**src/rtl/uart_rx_sampler.sv**
```systemverilog
// 16x oversampling UART receive front end: line synchroniser, start-edge detect,
// bit-period tick counter, bit voting and byte assembly. Optional macro
// UART_RX_MAJORITY_VOTE_EN selects 2-of-3 voting instead of a single mid-bit sample.
module uart_rx_sampler #(
    parameter int unsigned OVERSAMPLE = 16
) (
    input  logic       clk,
    input  logic       rst,
    input  logic       Rx_i,
    input  logic       AcqSig_i,
    input  logic       p_ParityEnable_i,
    input  logic       p_ParityMethod_i,
    input  logic [4:0] State_i,
    input  logic [3:0] BitCounter_i,
    output logic       Rx_Synch_o,
    output logic       Bit_Synch_o,
    output logic [7:0] Byte_o,
    output logic       ByteValid_o,
    output logic       ParityErr_o,
    output logic       FrameErr_o
);

    localparam int unsigned CNT_W  = 4;
    localparam int unsigned DATA_W = 8;
    localparam int unsigned ST_W   = 5;

    localparam logic [CNT_W-1:0] CNT_LAST = CNT_W'(OVERSAMPLE - 1);
    localparam logic [CNT_W-1:0] CNT_MID  = CNT_W'(OVERSAMPLE / 2);

    localparam logic [ST_W-1:0] ST_INTERVAL  = 5'b00001;
    localparam logic [ST_W-1:0] ST_STARTBIT  = 5'b00010;
    localparam logic [ST_W-1:0] ST_DATABITS  = 5'b00100;
    localparam logic [ST_W-1:0] ST_PARITYBIT = 5'b01000;
    localparam logic [ST_W-1:0] ST_STOPBIT   = 5'b10000;

    logic              sync1_q, sync1_d;
    logic              sync2_q, sync2_d;
    logic              rx_d_q, rx_d_d;
    logic [CNT_W-1:0]  cnt_q, cnt_d;
    logic              s8_q, s8_d;
    logic              start_err_q, start_err_d;
    logic              par_err_q, par_err_d;
    logic [DATA_W-1:0] data_q, data_d;
    logic              rx_synch_q, rx_synch_d;
    logic              bit_synch_q, bit_synch_d;
    logic [DATA_W-1:0] byte_q, byte_d;
    logic              byte_valid_q, byte_valid_d;
    logic              parity_err_q, parity_err_d;
    logic              frame_err_q, frame_err_d;

    logic in_interval;
    logic tick_active;
    logic bit_val;

    assign in_interval = (State_i == ST_INTERVAL);
    assign tick_active = AcqSig_i && !in_interval;

`ifdef UART_RX_MAJORITY_VOTE_EN
    localparam logic [CNT_W-1:0] CNT_EARLY = CNT_W'(OVERSAMPLE / 2 - 1);
    localparam logic [CNT_W-1:0] CNT_LATE  = CNT_W'(OVERSAMPLE / 2 + 1);

    logic s7_q, s7_d;
    logic s9_q, s9_d;

    // Flanking samples around mid-bit, only kept when voting.
    always_comb begin
        s7_d = s7_q;
        s9_d = s9_q;
        if (tick_active) begin
            if (cnt_q == CNT_EARLY) s7_d = sync2_q;
            if (cnt_q == CNT_LATE)  s9_d = sync2_q;
        end
    end

    always_ff @(posedge clk) begin
        if (rst) begin
            s7_q <= 1'b0;
            s9_q <= 1'b0;
        end else begin
            s7_q <= s7_d;
            s9_q <= s9_d;
        end
    end

    assign bit_val = (s7_q & s8_q) | (s7_q & s9_q) | (s8_q & s9_q);
`else
    assign bit_val = s8_q;
`endif

    // Synchroniser, edge detect, tick counter and per-bit actions.
    always_comb begin
        sync1_d      = Rx_i;
        sync2_d      = sync1_q;
        rx_d_d       = rx_d_q;
        cnt_d        = cnt_q;
        s8_d         = s8_q;
        start_err_d  = start_err_q;
        par_err_d    = par_err_q;
        data_d       = data_q;
        rx_synch_d   = 1'b0;
        bit_synch_d  = 1'b0;
        byte_d       = byte_q;
        byte_valid_d = 1'b0;
        parity_err_d = parity_err_q;
        frame_err_d  = frame_err_q;

        if (AcqSig_i) begin
            rx_d_d = sync2_q;
        end

        if (in_interval) begin
            // Counter parks at zero; a start edge also lands here as sample 0.
            cnt_d = '0;
            if (AcqSig_i && !sync2_q && rx_d_q) begin
                rx_synch_d  = 1'b1;
                start_err_d = 1'b0;
                par_err_d   = 1'b0;
                data_d      = '0;
            end
        end else if (AcqSig_i) begin
            cnt_d = cnt_q + CNT_W'(1);
            if (cnt_q == CNT_MID) begin
                s8_d = sync2_q;
            end
            if (cnt_q == CNT_LAST) begin
                bit_synch_d = 1'b1;
                case (State_i)
                    ST_STARTBIT: begin
                        start_err_d = bit_val;
                    end
                    ST_DATABITS: begin
                        if (BitCounter_i < 4'(DATA_W)) begin
                            data_d[BitCounter_i[2:0]] = bit_val;
                        end
                    end
                    ST_PARITYBIT: begin
                        par_err_d = ((^data_q) ^ bit_val) != p_ParityMethod_i;
                    end
                    ST_STOPBIT: begin
                        byte_d       = data_q;
                        frame_err_d  = start_err_q | ~bit_val;
                        parity_err_d = par_err_q & p_ParityEnable_i;
                        byte_valid_d = 1'b1;
                    end
                    default: begin
                    end
                endcase
            end
        end
    end

    // Line-side flops reset high so a released reset on an idle line sees no edge.
    always_ff @(posedge clk) begin
        if (rst) begin
            sync1_q      <= 1'b1;
            sync2_q      <= 1'b1;
            rx_d_q       <= 1'b1;
            cnt_q        <= '0;
            s8_q         <= 1'b0;
            start_err_q  <= 1'b0;
            par_err_q    <= 1'b0;
            data_q       <= '0;
            rx_synch_q   <= 1'b0;
            bit_synch_q  <= 1'b0;
            byte_q       <= '0;
            byte_valid_q <= 1'b0;
            parity_err_q <= 1'b0;
            frame_err_q  <= 1'b0;
        end else begin
            sync1_q      <= sync1_d;
            sync2_q      <= sync2_d;
            rx_d_q       <= rx_d_d;
            cnt_q        <= cnt_d;
            s8_q         <= s8_d;
            start_err_q  <= start_err_d;
            par_err_q    <= par_err_d;
            data_q       <= data_d;
            rx_synch_q   <= rx_synch_d;
            bit_synch_q  <= bit_synch_d;
            byte_q       <= byte_d;
            byte_valid_q <= byte_valid_d;
            parity_err_q <= parity_err_d;
            frame_err_q  <= frame_err_d;
        end
    end

    assign Rx_Synch_o  = rx_synch_q;
    assign Bit_Synch_o = bit_synch_q;
    assign Byte_o      = byte_q;
    assign ByteValid_o = byte_valid_q;
    assign ParityErr_o = parity_err_q;
    assign FrameErr_o  = frame_err_q;

endmodule

```
**config.mk**
```make
export PLATFORM = sky130hd
export DESIGN_NAME = uart_rx_sampler
export DESIGN_NICKNAME = d
export VERILOG_FILES = /design/src/rtl/uart_rx_sampler.sv
export SDC_FILE = /design/constraint.sdc
export NUM_CORES = 1
export LEC_CHECK = 0
export ABC_AREA = 1
export CORE_MARGIN = 2
export CORE_UTILIZATION = 52
export DETAILED_ROUTE_END_ITERATION = 6
export PLACE_DENSITY = 0.79
export REMOVE_ABC_BUFFERS = 1
export SLEW_MARGIN = 20
export SYNTH_ARGS = -nofsm -noshare
export SYNTH_HDL_FRONTEND = slang
export SYNTH_SLANG_ARGS = --single-unit
```
**constraint.sdc**
```tcl
create_clock -name clk -period 1.38 [get_ports clk]
set_input_delay 0.414 -clock clk [delete_from_list [all_inputs] [get_ports clk]]
set_output_delay 0.414 -clock clk [all_outputs]
set_load 0.01 [all_outputs]
```
==> results of run 1 <==
## placed cells by master, fill, tap and decap left out, drive strengths merged
| master | count |
|---|---|
| o21ai | 11 |
| a21oi | 17 |
| xnor2 | 1 |
| nand3b | 8 |
| nand4 | 2 |
| or2 | 2 |
| dfxtp | 31 |
| clkbuf | 9 |
| a31oi | 1 |
| nor3 | 3 |
| xor2 | 3 |
| o211ai | 1 |
| nand3 | 29 |
| clkdlybuf4s50 | 8 |
| clkdlybuf4s15 | 7 |
| buf | 16 |
| dlygate4sd2 | 10 |
| nor2 | 25 |
| nand2 | 62 |
| ha | 2 |
| inv | 27 |
| clkinv | 2 |
## cells in the mapped netlist
cell      instances  area [um2]
xor2_1            3        26.3
o21ai_0          10        50.1
nor2_2            3        18.8
nand4_1           1        6.26
dfxtp_1          31         621
a31oi_1           1        6.26
inv_2             2        7.51
nand3_2           1        10.0
buf_2             1        5.00
buf_6             2        22.5
a21oi_1          17        85.1
o21ai_1           1        5.00
nor3_2            1        10.0
clkinv_4          1        8.76
nor3_1            2        10.0
ha_1              2        25.0
nand3_4           1        17.5
clkinv_2          1        5.00
nand2_2           2        12.5
buf_4             1        7.51
nand3_1          27         135
o211ai_1          1        7.51
nand4_4           1        21.3
or2_2             2        12.5
xnor2_1           1        8.76
nand2_1          59         221
nor2_4            3        33.8
nand2_4           1        11.3
clkbuf_1          1        3.75
nand3b_1          8        60.1
nor2_1           18        67.6
inv_1            24        90.1
## registers in the layout, summed over array words and instances (netlist names)
name / cells
Byte_o: 8
data_q: 8
cnt_q: 4
Bit_Synch_o: 1
ByteValid_o: 1
FrameErr_o: 1
ParityErr_o: 1
Rx_Synch_o: 1
bit_val: 1
par_err_q: 1
rx_d_q: 1
start_err_q: 1
sync1_q: 1
sync2_q: 1
## logic make-up (layout without fill, tap and decap cells)
group / Yosys count / count (layout)
AND/OR/NAND/NOR: 130 / 131
buffers and inverters: 33 / 79
flip-flops: 31 / 31
AO/OA/AOI/OAI: 30 / 30
XOR/XNOR: 4 / 4
adder cells (fa/ha/maj): 2 / 2
## repair_timing
action                                  4_1_cts  5_1_grt
buffers inserted                              2        0
pin swaps                                     7        3
cloned                                        1        0
resized for setup                            25       17
endpoints found under the setup margin       35       19
## power by group through the flow
| stage | clock network (uW) | registers [uW] | logic [uW] |
|---|---|---|---|
| 6_report | 498 | 912 | 166 |
| 2_1_floorplan | 0 | 929 | 71.2 |
| 5_1_grt | 565 | 914 | 185 |
| 4_1_cts | 509 | 911 | 164 |
| 3_3_place_gp | 0 | 929 | 166 |
| 3_5_place_dp | 0 | 929 | 167 |
## layout make-up
cell class,instances,area share
clock buffer,7,0.0213
multi-input combinational,167,0.424
tap,44,0.0260
timing repair buffer,43,0.178
inverter,28,0.0533
clock inverter,1,0.00237
sequential,31,0.296
## how the worst max path moves through the flow
stage,to,slack (ns),from
2_1_floorplan,ParityErr_o,0.005,cnt_q[0]
3_3_place_gp,data_q[4],-0.49,AcqSig_i
3_5_place_dp,data_q[4],-0.49,AcqSig_i
4_1_cts,data_q[4],0.02,cnt_q[0]
5_1_grt,data_q[2],-0.06,cnt_q[1]
6_report,Byte_o[3],0.05,Byte_o[3]
## metal layers
| metal | vias up | track usage | routed length [um] |
|---|---|---|---|
| li1 | 839 | - | - |
| met1 | 703 | 0.278 | 1670 |
| met2 | 41 | 0.325 | 1560 |
| met3 | 8 | 0.0455 | 167 |
| met4 | 0 | 0.0857 | 57 |
| met5 | - | 0 | 0 |
## per-stage QoR
step / std cells / util / total power (uW) / cell area [um2]
floorplan: 225 / - / 1000 / 1590
finish: 321 / 0.698 / 1580 / 2110
CTS: 321 / 0.692 / 1580 / 2090
detailed placement: 310 / 0.669 / 1100 / 2020
global route: 321 / 0.698 / 1660 / 2110
global placement: 310 / 0.669 / 1090 / 2020
==> impl_metrics.tcl, run 1 <==
set metrics [dict create \
    synth_compound_area_frac 0.0943 \
    tritoncts "done" \
    setup_viol 0 \
    seq_area_um2 626 \
    clkLatencyLatePin_ns 0.33 \
    period_needed_ns 1.33 \
    switching_share 0.250 \
    fin_hold_ws_ns 0.422 \
    design.core.area_mm2 0.00303 \
    grt.total_usage 0.208 \
    rsz0062_at_grt "true" \
    synth-seq-cells 31 \
    fin_ws_ns 0.0490 \
    p_per_area_mw_per_mm2 746 \
    cp_top_family "flip-flops" \
    critPathBufInv 1 \
    h-tree-depth 2 \
    fin_tns_setup_ns 0 \
    synth_top_family_by_area "simple AND/OR/NAND/NOR gates" \
    hold_depth 1 \
    crit_path_start_kind "flop" \
    regToRegSetupSlack_ns 0.07 \
    clkSinkCount 31 \
    p_leak_uw 0.000971 \
    multiInputGateArea_um2 896 \
    detailed_place_hpwl_um 2530 \
    drive_gt1_frac 0.181 \
    worst_pin_slew_ns 0.261 \
    r2r-end "data_q[4]" \
    max_cap_viol_count 0 \
    slew_headroom 0.826 \
    status "finished clean" \
    crit_path_max_incr_delay_ns 0.33 \
    path_cells "dlygate4sd2_1" \
    cts_buffers 5 \
    synthToLayoutAreaGrowth_pct 29.5 \
    viasPerCell 4.96 \
    cp.arrival_ns 0.92 \
    dr.first_iter.drc_count 67 \
    fill_cells 272 \
    combPwrFrac 0.105 \
    dieArea_mm2 0.00360 \
    synthAdderAreaFrac 0.0153 \
    gp_congestion 0.855 \
    syn-instance-count 230 \
    grt_max_degree 14 \
    cts.path.max_buffers 2 \
    start_util 0.539 \
    synth_xor_area_frac 0.0215 \
    firstDrtPassIters 4 \
    synth.area.mux_share 0 \
    avgSynthCellArea_um2 7.10 \
    synth_area_mm2 0.00163 \
    dp_slack_ns -0.490 \
    cts_root_buf "clkbuf_4" \
    routed_wl_um 3450 \
    clkPwrFrac 0.316 \
    via_count 1591 \
    worstHoldEndpoint "sync2_q" \
    p_seq_frac 0.578 \
    synth.distinct_cells 32 \
    ios 28 \
    antenna-diode-count 0 \
    wl_per_cell_um 10.7 \
    synth-simple-area-share 0.397 \
    yosysSeqAreaShare 0.380 \
    port-buffer-count 27 \
    die_height_um 60.0 \
    rows 20 \
    r2r_cells 8 \
    clk_pin_slew_ns 0.09 \
    fin_crit_sh 0.964 \
    die_w_um 60.0 \
    hp-class "flop to flop" \
    ant_nets 0 \
    fmax_mhz 751 \
    fin_skew_ns 0.00921 \
    crit_fanout 2 \
    grt_pass1_vias 1366 \
    internal_power_uw 1180 \
    end_kind "output port" \
    peakVddDrop_mv 0.529 \
    fin_nets 293 \
    worstPathRequired_ns 0.97 \
    drc 0 \
    worstReg2RegStart "cnt_q[1]" \
    drv_slew 0 \
    min-delay-start "sync1_q" \
    crit_cells 1 \
    overflow 0 \
    finalHoldViolations 0 \
    yosys_warnings 0 \
    antenna_found_initial 0 \
    power_switching_uw 394 \
    crit_slowest_cell "dfxtp_1" \
    worstSetupPathType "flop to output port" \
    grt_pass1_wl_um 5640 \
    cts-hold-fix-buffers 0 \
]
Power figures use the tool's default switching activity.
==> run 2, diff against run 1 <==
--- a/config.mk
+++ b/config.mk
@@ -15,3 +15,4 @@
 export SYNTH_ARGS = -nofsm -noshare
 export SYNTH_HDL_FRONTEND = slang
 export SYNTH_SLANG_ARGS = --single-unit
+export TNS_END_PERCENT = 100
==> results of run 2 <==
The final DEF is identical to that of run 1; final timing and power are the same.
==> run 3, diff against run 2 <==
--- a/config.mk
+++ b/config.mk
@@ -9,9 +9,9 @@
 export CORE_MARGIN = 2
 export CORE_UTILIZATION = 52
 export DETAILED_ROUTE_END_ITERATION = 6
-export PLACE_DENSITY = 0.79
+export PLACE_DENSITY = 0.8
 export REMOVE_ABC_BUFFERS = 1
-export SLEW_MARGIN = 20
+export SLEW_MARGIN = 25
 export SYNTH_ARGS = -nofsm -noshare
 export SYNTH_HDL_FRONTEND = slang
 export SYNTH_SLANG_ARGS = --single-unit
==> impl_metrics.tcl, run 3 (synthesis gave the netlist of run 1 again) <==
set metrics [dict create \
    finalHoldViolations 0 \
    crit_slowest_cell "dfxtp_1" \
    crit_cells 1 \
    fill_cells 263 \
    met3_usage 0.0736 \
    end_kind "output port" \
    r2r_cells 6 \
    period_needed_ns 1.36 \
    detailed_place_hpwl_um 2720 \
    drive_gt1_frac 0.193 \
    internal_power_uw 1220 \
    worst_pin_slew_ns 0.245 \
    clkLatencyLatePin_ns 0.34 \
    cts_buffers 5 \
    placed_cells 314 \
    worstPathRequired_ns 0.97 \
    worstReg2RegStart "cnt_q[0]" \
    use_met1 0.280 \
    rows 20 \
    gr-usage-met2 0.377 \
    dieArea_mm2 0.00360 \
    ant_nets 0 \
    grt_pass1_wl_um 6100 \
    ios 28 \
    gp_congestion 0.842 \
    clk_pin_slew_ns 0.10 \
    critPathLaunch "Byte_o[6]" \
    layout_commonest_cell "nand2_1" \
    min-delay-start "sync1_q" \
    clkSinkCount 31 \
    drc 0 \
    overflow 0 \
    cts_root_buf "clkbuf_4" \
    design.core.area_mm2 0.00303 \
    via_count 1579 \
    grt.total_usage 0.233 \
    grt_pass1_vias 1440 \
    p_seq_frac 0.557 \
    power_switching_uw 415 \
    hp-class "flop to flop" \
    fin_hold_ws_ns 0.413 \
    switching_share 0.253 \
    combPwrFrac 0.106 \
    crit_path_start_kind "flop" \
    fin_crit_sh 0.984 \
    clkPwrFrac 0.337 \
    p_per_area_mw_per_mm2 758 \
    antenna-diode-count 0 \
    max_cap_viol_count 0 \
    cts.path.max_buffers 2 \
    die_height_um 60.0 \
    r2r-end "Byte_o[4]" \
    antenna_found_initial 0 \
    fin_nets 297 \
    wl_per_cell_um 11.7 \
    layout_common_cells "nand2_1 (59), dfxtp_1 (28), nand3_1 (26)" \
    busiest_layer "met2" \
    stdcell_count 324 \
    die_w_um 60.0 \
    crit_end "Byte_o[6]" \
    slew_headroom 0.837 \
    h-tree-depth 2 \
    start_util 0.539 \
    status "finished clean" \
    tritoncts "done" \
    grt_max_degree 12 \
    cp_top_family "flip-flops" \
    peakVddDrop_mv 0.646 \
    rsz0062_at_grt "false" \
    setup_viol 0 \
    crit_fanout 2 \
    path_cells "dlygate4sd2_1" \
    viasPerCell 4.87 \
    critPathBufInv 1 \
    dr.first_iter.drc_count 48 \
    routed_wl_um 3780 \
    fmax_mhz 736 \
    synthToLayoutAreaGrowth_pct 32.4 \
    regToRegSetupSlack_ns 0.08 \
    cp.arrival_ns 0.94 \
    fin_skew_ns 0.0115 \
    crit_path_max_incr_delay_ns 0.34 \
    p_leak_uw 0.000999 \
    firstDrtPassIters 4 \
    port-buffer-count 27 \
    drv_slew 0 \
    worstSetupPathType "flop to output port" \
]
[run 3: power by group through the flow]
stage / sequential, uW / clock, uW / combinational [uW]
detailed placement: 929 / 0 / 176
CTS: 908 / 553 / 171
finish: 912 / 552 / 174
global route: 913 / 588 / 193
global placement: 929 / 0 / 172
floorplan: 929 / 0 / 71.2
[run 3: what timing repair did]
action	CTS	global route
buffers inserted	3	0
resized for setup	24	16
hold buffers	0	0
endpoints found under the setup margin	40	22
pin swaps	4	2
[run 3: worst min-delay path by stage]
stage | to | slack (ns) | cells past startpoint
global route | sync2_q | 0.46 | 1
floorplan | sync2_q | 0.39 | 1
detailed placement | sync2_q | 0.39 | 1
CTS | sync2_q | 0.41 | 1
finish | sync2_q | 0.41 | 1
global placement | sync2_q | 0.39 | 1
[run 3: layer usage]
layer | vias up | wire, um
met2 | 46 | 1730
met5 | - | 0
li1 | 843 | -
met4 | 0 | 68
met1 | 684 | 1750
met3 | 6 | 226
[run 3: area by class of cell]
| class | count | area [um2] | area share |
|---|---|---|---|
| Multi-Input combinational cell | 166 | 887 | 0.410 |
| Sequential cell | 31 | 624 | 0.289 |
| Tap cell | 44 | 55.1 | 0.0255 |
| Clock inverter | 1 | 5.00 | 0.00231 |
| Timing Repair Buffer | 48 | 427 | 0.197 |
| Inverter | 28 | 113 | 0.0521 |
| Clock buffer | 6 | 51.3 | 0.0237 |
[run 3: per-stage QoR]
stage	setup TNS (ns)	cell area, um2	utilization	setup WS (ns)	total power (uW)
3_3_place_gp	-11.42	2050	0.679	-0.476	1100
3_5_place_dp	-12.29	2050	0.679	-0.495	1110
2_1_floorplan	0	1590	-	0.00535	1000
4_1_cts	0	2130	0.705	0.000249	1630
6_report	0	2160	0.714	0.0218	1640
5_1_grt	0	2160	0.714	0.00323	1690
